File: src/rtl/checker_scan_pkg.sv
// Shared constants and state encodings for the checker memory-scan engine.
package checker_scan_pkg;

  localparam logic [1:0]  CHECKER_MODE_SCAN = 2'd1;
  localparam logic [63:0] SCAN_WORD_BYTES   = 64'd8;
  localparam logic [63:0] SCAN_ADR_MASK     = ~64'h7;

  typedef enum logic [1:0] {
    CHECKER_SCAN_IDLE = 2'd0,
    CHECKER_SCAN_REQ  = 2'd1,
    CHECKER_SCAN_GAP  = 2'd2,
    CHECKER_SCAN_DONE = 2'd3
  } scan_state_e;

endpackage

File: src/rtl/checker_scan_timer.sv
// Bus wait timer: counts cycles while enabled; expired marks the cycle whose
// closing edge would make the count reach TIMEOUT.
module checker_scan_timer #(
  parameter int unsigned TIMEOUT = 1024
) (
  input  logic clk_i,
  input  logic rst_i,
  input  logic clear_i,
  input  logic en_i,
  output logic expired_o
);

  logic [15:0] cnt_q, cnt_d;

  always_comb begin
    cnt_d = cnt_q;
    if (clear_i)   cnt_d = '0;
    else if (en_i) cnt_d = cnt_q + 16'd1;
  end

  always_ff @(posedge clk_i) begin
    if (rst_i) cnt_q <= '0;
    else       cnt_q <= cnt_d;
  end

  assign expired_o = (cnt_q == 16'(TIMEOUT - 1));

endmodule

File: src/rtl/checker_scan.sv
// Memory-scan checker engine: reads 1..256 aligned 64-bit words over a
// Wishbone-style read port and accumulates their sum modulo 2^64.
import checker_scan_pkg::*;

module checker_scan #(
  parameter logic [1:0]  mode    = CHECKER_MODE_SCAN,
  parameter int unsigned timeout = 1024
) (
  input  logic        sys_clk,
  input  logic        sys_rst,
  input  logic [1:0]  cmode,
  input  logic        cstart,
  input  logic [63:0] caddr,
  input  logic [7:0]  cctrl,
  output logic        cend,
  output logic [63:0] csum,
  output logic        cerr,
  output logic        busy,
  output logic [63:0] mem_adr,
  output logic        mem_stb,
  input  logic        mem_ack,
  input  logic [63:0] mem_dat_r
);

  scan_state_e state_q, state_d;
  logic [63:0] adr_q, adr_d;
  logic [63:0] sum_q, sum_d;
  logic [7:0]  rem_q, rem_d;
  logic        stb_q, stb_d;
  logic        end_q, end_d;
  logic        err_q, err_d;
  logic        busy_q, busy_d;
  logic        tmr_clear, tmr_en, tmr_expired;

  checker_scan_timer #(.TIMEOUT(timeout)) u_timer (
    .clk_i     (sys_clk),
    .rst_i     (sys_rst),
    .clear_i   (tmr_clear),
    .en_i      (tmr_en),
    .expired_o (tmr_expired)
  );

  always_comb begin
    state_d   = state_q;
    adr_d     = adr_q;
    sum_d     = sum_q;
    rem_d     = rem_q;
    stb_d     = stb_q;
    end_d     = 1'b0;
    err_d     = err_q;
    busy_d    = busy_q;
    tmr_clear = 1'b0;
    tmr_en    = 1'b0;
    case (state_q)
      CHECKER_SCAN_IDLE: begin
        if (cstart && (cmode == mode)) begin
          adr_d     = caddr & SCAN_ADR_MASK;
          rem_d     = cctrl;
          sum_d     = '0;
          err_d     = 1'b0;
          busy_d    = 1'b1;
          stb_d     = 1'b1;
          tmr_clear = 1'b1;
          state_d   = CHECKER_SCAN_REQ;
        end
      end
      CHECKER_SCAN_REQ: begin
        // An ack on the expiry cycle still counts as a successful read.
        if (mem_ack) begin
          sum_d = sum_q + mem_dat_r;
          stb_d = 1'b0;
          if (rem_q == 8'd0) begin
            state_d = CHECKER_SCAN_DONE;
          end else begin
            rem_d   = rem_q - 8'd1;
            adr_d   = adr_q + SCAN_WORD_BYTES;
            state_d = CHECKER_SCAN_GAP;
          end
        end else if (tmr_expired) begin
          stb_d   = 1'b0;
          err_d   = 1'b1;
          state_d = CHECKER_SCAN_DONE;
        end else begin
          tmr_en = 1'b1;
        end
      end
      CHECKER_SCAN_GAP: begin
        stb_d     = 1'b1;
        tmr_clear = 1'b1;
        state_d   = CHECKER_SCAN_REQ;
      end
      CHECKER_SCAN_DONE: begin
        end_d   = 1'b1;
        busy_d  = 1'b0;
        state_d = CHECKER_SCAN_IDLE;
      end
      default: state_d = CHECKER_SCAN_IDLE;
    endcase
  end

  always_ff @(posedge sys_clk) begin
    if (sys_rst) begin
      state_q <= CHECKER_SCAN_IDLE;
      adr_q   <= '0;
      sum_q   <= '0;
      rem_q   <= '0;
      stb_q   <= 1'b0;
      end_q   <= 1'b0;
      err_q   <= 1'b0;
      busy_q  <= 1'b0;
    end else begin
      state_q <= state_d;
      adr_q   <= adr_d;
      sum_q   <= sum_d;
      rem_q   <= rem_d;
      stb_q   <= stb_d;
      end_q   <= end_d;
      err_q   <= err_d;
      busy_q  <= busy_d;
    end
  end

  assign mem_adr = adr_q;
  assign mem_stb = stb_q;
  assign cend    = end_q;
  assign csum    = sum_q;
  assign cerr    = err_q;
  assign busy    = busy_q;

endmodule

File: config.mk
export PLATFORM = sky130hd
export DESIGN_NAME = checker_scan
export DESIGN_NICKNAME = d
export VERILOG_FILES = /design/src/rtl/checker_scan_pkg.sv /design/src/rtl/checker_scan_timer.sv /design/src/rtl/checker_scan.sv
export SDC_FILE = /design/constraint.sdc
export NUM_CORES = 1
export LEC_CHECK = 0
export BUFFER_PORTS_ARGS = -buffer_cell sky130_fd_sc_hd__buf_2
export CAP_MARGIN = 20
export CORE_MARGIN = 3
export CORE_UTILIZATION = 55
export DETAILED_ROUTE_END_ITERATION = 6
export PLACE_DENSITY_LB_ADDON = 0.1
export SYNTH_ARGS = -nofsm -noshare
export SYNTH_HDL_FRONTEND = slang
export SYNTH_SLANG_ARGS = --single-unit
File: constraint.sdc
create_clock -name sys_clk -period 3.8 [get_ports sys_clk]
set_input_delay 0.57 -clock sys_clk [delete_from_list [all_inputs] [get_ports sys_clk]]
set_output_delay 0.57 -clock sys_clk [all_outputs]
set_load 0.05 [all_outputs]
# Yosys cells after proc, flatten, opt, wreduce, memory -nomap -nowiden
# Cells that the tools add are included.
# op_classes
eq_ne	11
n_reduce_logical	13
mux	31
n_addsub	4
# ops
op	n
$mux 64	5
$pmux 64 s2	2
$add 64x4->64 const B	1
$add 64x64->64	1
$mux 8	3
$add 16x1->16 const B	1
$eq 16x10->1 const B	1
$pmux 8 s2	1
$mux 1	12
$ne 2x2->1 const B	5
$logic_not 8->1	1
$pmux 2 s4	1
$reduce_and 4->1	2
$sub 8x1->8 const B	1
$mux 2	3
$pmux 1 s2	3
$reduce_and 3->1	2
$eq 2x1->1 const B	2
$eq 2x2->1 const B	2
$reduce_and 2->1	2
$reduce_bool 2->1	2
$ne 3x3->1 const B	1
$pmux 1 s3	1
$reduce_bool 3->1	1
other kinds (3)	3
# word_totals
reg_bits	158
word_cells	68
output_inout_bits	132
inputBits	142

# Logic depth before layout (Yosys ltp)
# depth
ltp_word	5
mapped_depth	12
ltp_nobuf	12

# Hierarchy
# From an unflattened synthesis, not the netlist that was laid out.
# hier_totals
hier_cells	1535
hier_area_um2	11248.3
# modules_own_cells
module	seq_area_each_um2	n_inst	cells_each	area_each_um2
checker_scan	2782.7	1	1453	10511.3
checker_scan_timer	320.3	1	82	737.0

# Least setup slack after synthesis
# OpenSTA, ideal clock, no wires.
# synth_timing
path_type	register -> register
from	register sum_q[0], in the netlist csum[0]
to	register sum_q[56], in the netlist csum[56]
t_required_ps	3738
period_less_slack_ps	3179
path_stages_with_launch	13
arrival_time_ps	3117
setup_slack_ps	621
path_buffers	0
setup_time_ps	62
cell_sequence	dfxtp_1 ha_1 inv_1 fa_1 nor2b_4 o2111a_1 o21ai_0 a21o_1 a22oi_1 a31o_2 a21oi_2 or4_1 nand3_1
# synth_between
elab_chain_cells	3
# synth_lines
element	line_no	text
start: declaration	checker_scan.sv:27	logic [63:0] sum_q, sum_d;
start signal: assignment	checker_scan.sv:114	sum_q <= sum_d;
$add 64x64->64	checker_scan.sv:70	sum_d = sum_q + mem_dat_r;
$mux 64	checker_scan.sv:69	if (mem_ack) begin
$pmux 64 s2	checker_scan.sv:54	case (state_q)
# No other way between the ends. The select of a mux whose other input is x is not followed.
# A chain may end at the register's enable or synchronous reset.

# Final worst setup path
# layout_timing
from	register sum_q[0], in the netlist csum[0]
to	register sum_q[44], in the netlist csum[44]
# Same word-level chain as after synthesis.

==> qor.yml <==
syn_avg_cell_area_um2: 7.26
synth_async_sr_flop_share_pct: 0
p_per_area_nw_per_um2: 366
r2r_slack_ns: 0.48
worstPathRequired_ns: 4.17
maxSlewViolCount: 0
tritoncts: "done"
synth_cell_types: 84
postCtsSetupBuffers: 0
drv_cap: 0
postSynthCellCount: 1572
end_kind: "flip-flop"
die_area_um2: 22500
ant_nets: 0
ys.flop_type: "dfxtp_1"
start_kind: "flip-flop"
max_slew_margin_pct: 46.3
fmax_mhz: 301
tns_ns: 0
avgRoutedWirePerCell_um: 17.0
via_per_inst: 6.05
grt_max_degree: 90
post_cts_resized: 0
grt_overflow: 0
synth_seq_area_share_pct: 27.2
root_buffer: "clkbuf_16"
worstPathArrival_ns: 3.69
track_usage_pct: 30.1
dr.first_iter.drc_count: 845
clkLatencyLatePin_ns: 0.44
mostFrequentLayoutCells: "buf_2 (266), nand2_1 (182), nor2_1 (181)"
yosys_warnings: 0
initial_core_util_pct: 56.2
timing.final.crit_share_pct: 87.5
setup_viol: 0
worst_hold_slack_ns: 0.385
fin_worst_skew_ns: 0.0119
layout.nets: 1984
pre_cts_ws_ns: 0.204
antenna_found_initial: 6
synth-edff-count: 0
gp_congestion: 0.983
drive_gt1_share_pct: 19.3
holdBufCountCts: 0
status: "completed"
synth-seq-cells: 155
rows: 52
drc_errors: 0
coreArea_um2: 20300
synthToLayoutAreaGrowth_pct: 17.7
clkTransAtPathRegs_ns: 0.07
port_buffers: 267
wirelength_um: 35100
cts-htree-levels: 4
syn-cell-area_um2: 11400
rsz0062_at_grt: "no"
hp-class: "in -> reg"
dpl.hpwl_um: 25600
grt_pass1_vias: 11300
dr.pass1.iters: 7
p_leak_nw: 5.98
worst_slack_ns: 0.475
crit_fanout: 4
vias: 12500
peakVddDrop_v: 0.000273
final_common_cell: "buf_2"
cts_buffer_depth: 2
min_period_ns: 3.32
hold_violations: 0
dieWidth_um: 150
die_y_um: 150
cts_inserted_buffers: 17
grt_pass1_wl_um: 56000
ioPinCount: 274
clkSinkCount: 155
critical_path_class: "reg -> reg"
worst_pin_slew_ns: 0.806
==> worst paths after layout <==
check | startpoint | endpoint | depth (start not counted)
min reg2reg | csum[20] | csum[20] | 2
max | csum[0] | csum[44] | 12
min | caddr[3] | mem_adr[3] | 3
max reg2reg | csum[0] | csum[44] | 12
==> metal layers <==
layer	vias to the layer above	part of all wire, %	track usage (%)	wire (µm)
li1	6153	-	-	-
met1	5759	44	41.2	15600
met2	476	45	47.6	16000
met3	72	7.6	5.97	2670
met4	6	2.4	10.1	836
met5	-	0.12	0	41
==> layout make-up <==
cell class | instances | area (µm²)
diodes | 5 | 12.5
clock buffers | 18 | 429
clock inverters | 14 | 178
fillers | 1887 | 6860
inverters | 39 | 146
multi-input cells | 1280 | 7780
flip-flops and latches | 155 | 3100
well taps | 270 | 338
repair buffers | 281 | 1460
==> registers in the layout, indices dropped and copies added (netlist names) <==
name           cells
csum              64
mem_adr           61
u_timer.cnt_q     16
rem_q              8
state_q            2
busy               1
cend               1
cerr               1
mem_stb            1
==> worst max-delay path, cell delays in order, from the launching register on <==
cell	delay [ns]
dfxtp_1	0.36
ha_1	0.24
inv_1	0.07
fa_1	0.42
nor2b_4	0.15
o2111a_1	0.23
o21ai_0	0.20
a21oi_1	0.33
a21oi_1	0.18
nor4_1	0.59
a21oi_1	0.18
xor2_1	0.17
o21ai_0	0.13
==> Yosys cell counts, drive strengths merged, types with 6 or more instances <==
master / count / area share, %
o22ai: 7 / 0.38
nand4: 40 / 2.2
ha: 67 / 7.3
nand2: 183 / 6.0
and2: 16 / 0.88
a2bb2oi: 6 / 0.46
xnor2: 33 / 2.5
a31oi: 14 / 0.77
a22oi: 46 / 3.0
and3: 27 / 1.5
nor2b: 10 / 0.61
inv: 39 / 1.3
o31ai: 25 / 1.7
o21ai: 118 / 5.2
or2: 7 / 0.38
a211oi: 25 / 1.7
a21oi: 157 / 7.0
nor4: 18 / 1.1
nand3: 48 / 2.1
a21o: 44 / 2.9
o21a: 20 / 1.3
xor2: 26 / 2.0
nor2: 181 / 6.0
or3: 16 / 0.92
nor3: 35 / 1.6
o211ai: 6 / 0.39
o21bai: 17 / 1.1
buf: 22 / 1.1
clkbuf: 78 / 2.6
dfxtp: 155 / 27
nand2b: 8 / 0.44
==> through the flow <==
stage	power, mW	cell area [µm²]	utilization [%]	std cells
3_3_place_gp	3.11	12800	63.2	2025
3_5_place_dp	3.12	12800	63.2	2025
6_report	4.92	13400	66.2	2062
5_1_grt	5.14	13400	66.2	2059
4_1_cts	4.93	13400	66.1	2057
2_1_floorplan	2.79	11400	-	1574
==> cells by family (layout without fill, tap and decap cells) <==
group	after synthesis	in the layout	synth area share (%)
adder cells (fa/ha/maj)	68	68	7.52
AO/OA/AOI/OAI	542	542	30.5
other	1	8	0.0328
AND/OR/NAND/NOR	605	605	25.0
XOR/XNOR	59	59	4.53
multiplexers	3	3	0.263
flip-flops	155	155	27.2
buffers and inverters	139	352	4.93
==> power breakdown <==
group	internal, mW	leakage (nW)	switching (mW)
registers	1.72	1.26	0.109
logic	0.410	4.43	0.872
clock network	0.998	0.291	0.816
total	3.12	5.98	1.80
No activity file was read; power rests on OpenSTA's default activity.
